File: src/rtl/registers_dump_ctrl.sv
`default_nettype none
// ============================================================================
// Module   : registers_dump_ctrl
// Brief    : Walks a register bank and streams every register, LSB byte first,
//            over a valid/ready byte interface.
// Revision : 1.0 - initial release
// ============================================================================
module registers_dump_ctrl #(
    parameter int REGISTERS_BANK_SIZE = 32,
    parameter int REGISTERS_SIZE      = 32
) (
    input  logic                                   i_clk,
    input  logic                                   i_reset,
    input  logic                                   i_start,
    input  logic                                   i_abort,
    output logic [$clog2(REGISTERS_BANK_SIZE)-1:0] o_rd_addr,
    input  logic [REGISTERS_SIZE-1:0]              i_rd_data,
    output logic [7:0]                             o_byte,
    output logic                                   o_byte_valid,
    input  logic                                   i_byte_ready,
    output logic                                   o_busy,
    output logic                                   o_done
);

    localparam int c_BYTES  = REGISTERS_SIZE / 8;
    localparam int c_ADDR_W = $clog2(REGISTERS_BANK_SIZE);
    localparam int c_CNT_W  = (c_BYTES > 1) ? $clog2(c_BYTES) : 1;

    localparam logic [1:0] c_IDLE  = 2'd0;
    localparam logic [1:0] c_FETCH = 2'd1;
    localparam logic [1:0] c_SEND  = 2'd2;
    localparam logic [1:0] c_DONE  = 2'd3;

    localparam logic [c_ADDR_W-1:0] c_LAST_ADDR = c_ADDR_W'(REGISTERS_BANK_SIZE - 1);
    localparam logic [c_CNT_W-1:0]  c_LAST_BYTE = c_CNT_W'(c_BYTES - 1);

    logic [1:0]                r_state;
    logic [1:0]                w_state_next;
    logic [c_ADDR_W-1:0]       r_addr;
    logic [c_CNT_W-1:0]        r_byte_cnt;
    logic [REGISTERS_SIZE-1:0] r_shift;

    logic w_abort;
    logic w_xfer;
    logic w_last_byte;
    logic w_last_addr;

    // Abort masks the handshake in the same cycle, so it always wins over a transfer.
    assign w_abort     = i_abort && (r_state != c_IDLE);
    assign w_xfer      = (r_state == c_SEND) && !i_abort && i_byte_ready;
    assign w_last_byte = (r_byte_cnt == c_LAST_BYTE);
    assign w_last_addr = (r_addr == c_LAST_ADDR);

    always_ff @(posedge i_clk or negedge i_reset) begin
        if (!i_reset) begin
            r_state <= c_IDLE;
        end else begin
            r_state <= w_state_next;
        end
    end

    always_comb begin
        w_state_next = r_state;
        case (r_state)
            c_IDLE: begin
                if (i_start) begin
                    w_state_next = c_FETCH;
                end
            end
            c_FETCH: begin
                w_state_next = w_abort ? c_IDLE : c_SEND;
            end
            c_SEND: begin
                if (w_abort) begin
                    w_state_next = c_IDLE;
                end else if (w_xfer && w_last_byte) begin
                    w_state_next = w_last_addr ? c_DONE : c_FETCH;
                end
            end
            c_DONE: begin
                w_state_next = c_IDLE;
            end
            default: begin
                w_state_next = c_IDLE;
            end
        endcase
    end

    always_comb begin
        o_busy       = (r_state != c_IDLE);
        o_byte_valid = (r_state == c_SEND) && !i_abort;
        o_done       = (r_state == c_DONE) && !i_abort;
    end

    assign o_byte    = r_shift[7:0];
    assign o_rd_addr = r_addr;

    always_ff @(posedge i_clk or negedge i_reset) begin
        if (!i_reset) begin
            r_addr     <= '0;
            r_byte_cnt <= '0;
            r_shift    <= '0;
        end else if (w_abort) begin
            r_addr     <= '0;
            r_byte_cnt <= '0;
            r_shift    <= '0;
        end else begin
            case (r_state)
                c_IDLE: begin
                    if (i_start) begin
                        r_addr     <= '0;
                        r_byte_cnt <= '0;
                    end
                end
                c_FETCH: begin
                    r_shift    <= i_rd_data;
                    r_byte_cnt <= '0;
                end
                c_SEND: begin
                    if (w_xfer) begin
                        r_shift    <= r_shift >> 8;
                        r_byte_cnt <= r_byte_cnt + c_CNT_W'(1);
                        // The address stops at the last register so it never wraps.
                        if (w_last_byte && !w_last_addr) begin
                            r_addr <= r_addr + c_ADDR_W'(1);
                        end
                    end
                end
                c_DONE: begin
                    r_addr <= '0;
                end
                default: begin
                    r_addr <= '0;
                end
            endcase
        end
    end

endmodule
`default_nettype wire

File: config.mk
export PLATFORM = sky130hd
export DESIGN_NAME = registers_dump_ctrl
export DESIGN_NICKNAME = d
export VERILOG_FILES = /design/src/rtl/registers_dump_ctrl.sv
export SDC_FILE = /design/constraint.sdc
export NUM_CORES = 1
export LEC_CHECK = 0
export CORE_MARGIN = 2
export CORE_UTILIZATION = 30
export CTS_BUF_LIST = sky130_fd_sc_hd__clkbuf_8 sky130_fd_sc_hd__clkbuf_16
export CTS_CLUSTER_SIZE = 10
export DETAILED_ROUTE_END_ITERATION = 12
export SYNTH_ARGS = -nofsm -noshare
export SYNTH_HDL_FRONTEND = slang
export SYNTH_SLANG_ARGS = --single-unit
File: constraint.sdc
create_clock -name i_clk -period 2.1 [get_ports i_clk]
set_input_delay 0.63 -clock i_clk [delete_from_list [all_inputs] [get_ports i_clk]]
set_output_delay 0.63 -clock i_clk [all_outputs]
set_load 0.01 [all_outputs]
==> results.md, run 1 <==
- Relative slew slack: 72.1%
- Hold_buf cts: 0
- Post-Syn Instances: 215
- # setup viols final: 0
- IO Count: 53
- Crit Path Max Fanout: 4
- Post-synthesis register bit count: between 40 and 50
- Num CTS Buffers: 5
- Post-Syn Nets: 259
- CTS tree: done
- Layout cells sized above 1: 20.1%
- HP Class: input port to asynchronous set/reset pin
- Final WL: ~4900 um
- Mapped Area: 0.00230 mm^2
- RSZ-0062 raised after global routing: no
- Slew Limit Fails: 0
- Die width: 91.6 um
- Placed insts: 360
- Via-to-Cell Ratio: around 4.4
- Sequential area share after synthesis: 44.6%
- Yosys cell types: 33
- Die height: ~90 um
- P_leak: 1.29 nW
- CTS root buffer: clkbuf_8
- Avg Inst Size Synth: 10.7 um^2
- N_diodes: 0
- CTS max path bufs: 2
- DIE AREA: 0.00839 mm^2
- Antenna violations before repair: 0
- Worst-margin pin slew: 0.407 ns
- Largest net degree at the start of global routing: 31
- Total vias in the final route: ~1600
- Clock skew: 0.00614 ns
- 1st-iter DRT viols: 82
- Synth Area in Simple Gates: approximately an eighth
- WP data required: 1.47 ns
- Vias in the first global route: about 1700
- First-pass GRT wire length: 8190 um
- Post-synthesis mux area share: between 10% and 20%
- Wire length per cell: roughly 13 um
- Max-cap viol count: 0
- Final period utilization: between 90 and 100%
- Post-synthesis xor/xnor area fraction: 0%
- Global route overflow: 0
- Total GRT Usage: around an eighth
- Worst Setup Start Kind: register
- Synth area leader: dfrtp_1
- Power density over the cells: 1390 mW/mm^2
- Peak Freq: 495 MHz
- Post-Layout Cell Count: between 300 and 400
- Met2 wire length: 2110 um
- Synthesized-area fraction occupied by adder cells: 3.81%
- Detail Placement HPWL: ~3600 um
- Routability cong.: just over 0.8
- PortBufs: 52
- Reg clk slew, reported paths: 0.08 ns
- Compound-gate portion of the synthesized area: 19.8%
- Largest family of logic cells by synthesized area: compound AO/OA/AOI/OAI gates
- DRC viols: 0
- Post-synth top area share: 44.6%
- Drt pass-1 iters: 4
- Worst Path Arrival: 1.39 ns
- Warnings from Yosys: 0
- Final nets: around 310
- # clock sinks: around 40
- Initial Utilization: 31.4%
- Worst-Skew Late Latency: roughly 0.29 ns
- Post-route minimum period: 2.02 ns
- Row cnt: 31
- CTS H-Tree Depth: 2
- Area delta synth->final: 32.5%
- Core area: approximately 0.0073 mm^2
- Status: finished, final reports clean
- Post-DRT Antenna Nets: 0
- Top layer in use: met4
- Max IR drop VDD: around 0.44 mV
- Setup CP Type: register to output pin
- Met3 Routed Length: 203 um
- Hold Vio Cnt, Final: 0
- Met1 wire length: 2480 um
- Top cells by area, synth: dfrtp_1, mux2i_1, o31ai_2
- Worst Setup End Kind: output pin
- Pwr Total: 0.00423 W
[power by group]
group	internal, W	leakage [nW]	switching (W)	total [W]
Sequential	0.00112	0.526	0.000168	0.00129
Combinational	0.00116	0.712	0.00125	0.00241
Clock	0.000256	0.0485	0.000264	0.000520
Total	0.00254	1.29	0.00169	0.00423
[cell usage in the layout (no fill, tap or decap), drive strengths merged, types with 5 or more instances in the layout]
| master | Yosys | layout |
|---|---|---|
| nand3 | 5 | 5 |
| clkbuf | 1 | 7 |
| buf | 21 | 18 |
| clkdlybuf4s50 | 0 | 47 |
| o31ai | 24 | 24 |
| ha | 7 | 7 |
| mux2i | 27 | 27 |
| nor2 | 6 | 6 |
| nand2 | 42 | 42 |
| dfrtp | 41 | 41 |
| inv | 6 | 7 |
| o21ai | 10 | 10 |
[per-stage QoR]
step | utilization [%] | cell area [um^2] | worst slack, ns | setup TNS, ns | hold slack (ns)
finish | 41.6 | 3050 | 0.0807 | 0 | 0.228
CTS | 41.4 | 3040 | 0.0164 | 0 | 0.228
global placement | 40.2 | 2950 | -0.306 | -5.36 | 0.460
floorplan | - | 2300 | 0.233 | 0 | 0.334
detailed placement | 40.2 | 2950 | -0.327 | -7.19 | 0.466
global route | 41.6 | 3050 | 0.00191 | 0 | 0.227
[critical path: stages (launching register included)]
cell and delay [ns]:
dfrtp_1 0.39, buf_4 0.15, ha_1 0.17, nor2b_1 0.12
dlygate4sd2_1 0.28
[cell families (layout without fill, tap and decap cells)]
group                      count (synthesis)  after routing
DFF                                       41             41
AOI/OAI and AO/OA                         47             47
muxes                                     29             29
adders and majority gates                  7              7
buffers and inverters                     28             82
and+or+nand+nor                           63             63
[metal layers]
metal	vias to the layer above	GRT usage, %
met5	-	0
met4	0	3.79
met3	5	3.07
met2	40	18.3
met1	727	17.4
li1	855	-
[final cells by class]
| type | count | area (um^2) |
|---|---|---|
| inverters | 6 | 22.5 |
| repair buffers | 69 | 659 |
| fillers | 725 | 4280 |
| clock inverters | 1 | 3.75 |
| clock buffers | 6 | 82.6 |
| multi-input cells | 146 | 1130 |
| flip-flops and latches | 41 | 1030 |
| well taps | 99 | 124 |
[timing repair]
action | CTS | global route
resized for setup | 4 | 5
pin swaps | 0 | 1
setup buffers | 1 | 0
gates cloned | 0 | 0
setup endpoints to repair | 3 | 12
[cell usage after synthesis, drive strengths merged]
| master | count |
|---|---|
| nand2b | 4 |
| o2bb2ai | 1 |
| o31ai | 24 |
| a21oi | 2 |
| buf | 21 |
| o211ai | 1 |
| a32o | 2 |
| clkbuf | 1 |
| o21ai | 10 |
| dfrtp | 41 |
| mux2i | 27 |
| nor3 | 1 |
| nand3 | 5 |
| o32a | 1 |
| and2 | 2 |
| nor2 | 6 |
| and3 | 1 |
| a32oi | 1 |
| inv | 6 |
| a31o | 2 |
| mux2 | 2 |
| nor2b | 2 |
| nand2 | 42 |
| ha | 7 |
| a21boi | 3 |
[registers in the layout, summed over array words and instances (netlist names)]
register	count
r_shift	32
r_byte_cnt	2
o_rd_addr	5
r_state	2
[path summary, 6_finish.rpt]
path / start / slack (ns) / cells past startpoint / endpoint
setup reg to reg: o_rd_addr[0] / 0.12 / 7 / o_rd_addr[3]
hold / removal: i_reset / 0.23 / 1 / r_shift[21]
max in group asynchronous: i_reset / 1.34 / 2 / r_shift[29]
setup / recovery: r_state[1] / 0.08 / 4 / o_done
min in group i_clk: r_shift[20] / 0.48 / 2 / r_shift[20]
hold reg to reg: r_shift[20] / 0.48 / 2 / r_shift[20]
No activity file was read; power rests on OpenSTA's default activity.
==> inputs of run 2 (changes only) <==
CELL_PAD_IN_SITES_DETAIL_PLACEMENT = 0   (was not set)
CELL_PAD_IN_SITES_GLOBAL_PLACEMENT = 1   (was not set)
PLACE_DENSITY_LB_ADDON = 0.1   (was not set)
==> results.md, run 2 (synthesis results as in run 1) <==
- R2r worst-path depth: 7 (unchanged)
- Vias in the first global route: 1758 (was 1670)
- DRC viols: 0 (unchanged)
- Largest net degree at the start of global routing: 42 (was 31)
- CTS tree: done (unchanged)
- Area after DPL: 0.00297 mm^2 (was 0.00295 mm^2)
- Die width: 91.6 um (unchanged)
- Row cnt: 31 (unchanged)
- Clock skew: 0.00761 ns (was 0.00614 ns)
- Worst Setup End Kind: output pin (unchanged)
- Detail Placement HPWL: 3540 um (was 3630 um)
- Drt pass-1 iters: 4 (unchanged)
- Antenna violations before repair: 0 (unchanged)
- Relative slew slack: 61.3% (was 72.1%)
- Total vias in the final route: 1644 (was 1627)
- Total GRT Usage: 12.7% (was 12.3%)
- Final WL: 4910 um (was 4860 um)
- Max-cap viol count: 0 (unchanged)
- IO Count: 53 (unchanged)
- Die height: 91.6 um (unchanged)
- Met3 Routed Length: 207 um (was 203 um)
- 1st-iter DRT viols: 41 (was 82)
- Layout cells sized above 1: 21.4% (was 20.1%)
- FILL cells: 735 (was 725)
- P_leak: 1.31 nW (was 1.29 nW)
- Slew Limit Fails: 0 (unchanged)
- Met1 wire length: 2530 um (was 2480 um)
- Initial Utilization: 31.4% (unchanged)
- Power density over the cells: 1440 mW/mm^2 (was 1390 mW/mm^2)
- Hold Vio Cnt, Final: 0 (unchanged)
- Global route overflow: 0 (unchanged)
- Final period utilization: 96.4% (was 96.2%)
- Worst Setup Start Kind: register (unchanged)
- Setup CP Type: register to output pin (unchanged)
- Status: finished, final reports clean (unchanged)
- Wire length per cell: 13.3 um (was 13.2 um)
- Leading cell type in the layout, fill and taps excluded: clkdlybuf4s50_1 (unchanged)
- Routability cong.: 0.810 (was 0.821)
- Met2 wire length: 2110 um (about the same)
- Min setup slack post-route: 0.0751 ns (was 0.0807 ns)
- CTS max path bufs: 2 (unchanged)
- Worst-Skew Late Latency: 0.30 ns (was 0.29 ns)
- DP Worst Slack: -0.338 ns (was -0.327 ns)
- Worst Path Arrival: 1.39 ns (about the same)
- CTS H-Tree Depth: 2 (unchanged)
- First-pass GRT wire length: 8500 um (was 8190 um)
- Final Cell Area: 0.00311 mm^2 (was 0.00305 mm^2)
- # clock sinks: 41 (unchanged)
- Largest Register: r_shift (unchanged)
- Num CTS Buffers: 5 (unchanged)
- HP Class: input port to asynchronous set/reset pin (unchanged)
- Top layer in use: met4 (unchanged)
- N_diodes: 0 (unchanged)
- Core area: 0.00733 mm^2 (unchanged)
- Peak Freq: 494 MHz (was 495 MHz)
- Post-DRT Antenna Nets: 0 (unchanged)
- CTS root buffer: clkbuf_8 (unchanged)
- Max IR drop VDD: 0.603 mV (was 0.439 mV)
- Area delta synth->final: 35.2% (was 32.5%)
- WP data required: 1.47 ns (about the same)
- Post-route minimum period: 2.02 ns (about the same)
- # setup viols final: 0 (unchanged)
- Crit Path Max Fanout: 3 (was 4)
- PortBufs: 52 (unchanged)
- DIE AREA: 0.00839 mm^2 (unchanged)
- Reg clk slew, reported paths: 0.09 ns (was 0.08 ns)
- Max FFs per register: 32 (unchanged)
- Worst-margin pin slew: 0.579 ns (was 0.407 ns)
- Most frequent cells in the layout: clkdlybuf4s50_1, nand2_1, dfrtp_1, mux2i_1, o31ai_2 (unchanged)
- Final nets: 314 (was 313)
- Via-to-Cell Ratio: 4.44 (was 4.42)
[run 2: cell types whose count changed in the layout (fill, tap and decap cells not counted), sizes merged]
cell      delta
buf          +1
bufinv       +1
clkinvlp     +1
inv          -1
[run 2: worst paths after layout]
kind / startpoint / end / slack [ns]
setup / recovery: r_state[0] / o_done / 0.08
hold / removal: i_reset / r_shift[30] / 0.40
setup reg to reg: o_rd_addr[1] / o_rd_addr[1] / 0.13
hold reg to reg: r_shift[20] / r_shift[20] / 0.48
max in group asynchronous: i_reset / r_shift[14] / 1.33
min in group i_clk: r_shift[20] / r_shift[20] / 0.48
[run 2: what timing repair did]
item / CTS / global route
gates resized for setup: 6 / 4
setup buffers: 1 / 0
hold buffers: 0 / 0
cloned: 0 / 0
hold endpoints to repair: 0 / 0
setup endpoints to repair: 3 / 5
[run 2: layer usage]
| layer | GRT usage [%] | vias up |
|---|---|---|
| met5 | 0 | - |
| met1 | 17.7 | 751 |
| met3 | 3.65 | 5 |
| li1 | - | 854 |
| met4 | 3.41 | 0 |
| met2 | 19.1 | 34 |
[run 2: metrics by stage]
stage          hold WS [ns]  utilization, %  setup TNS, ns  std cells  total power, W
2_1_floorplan         0.334               -              0        215         0.00305
3_3_place_gp          0.461            40.5          -7.97        361         0.00379
3_5_place_dp          0.467            40.5          -8.67        361         0.00381
4_1_cts               0.420            42.3              0        370         0.00451
5_1_grt               0.444            42.4       -0.00169        370         0.00489
6_report              0.399            42.4              0        370         0.00449
[run 2: power breakdown]
part | leakage (nW) | switching (W) | total, W | internal (W)
clock network | 0.0574 | 0.000292 | 0.000679 | 0.000387
logic | 0.723 | 0.00129 | 0.00253 | 0.00124
registers | 0.526 | 0.000161 | 0.00128 | 0.00112
[run 2: layout make-up]
class,count,area [um^2],area share [%]
Clock buffer,6,82.6,2.65
Clock inverter,2,37.5,1.21
Inverter,6,22.5,0.724
Multi-Input combinational cell,146,1140,36.6
Sequential cell,41,1030,33.0
Tap cell,99,124,3.98
Timing Repair Buffer,70,679,21.8
[run 2: critical path, stage by stage, from the launching register on]
cell           delay [ns]
dfrtp_1              0.39
buf_4                0.15
ha_1                 0.18
nor2b_1              0.12
dlygate4sd2_1        0.28
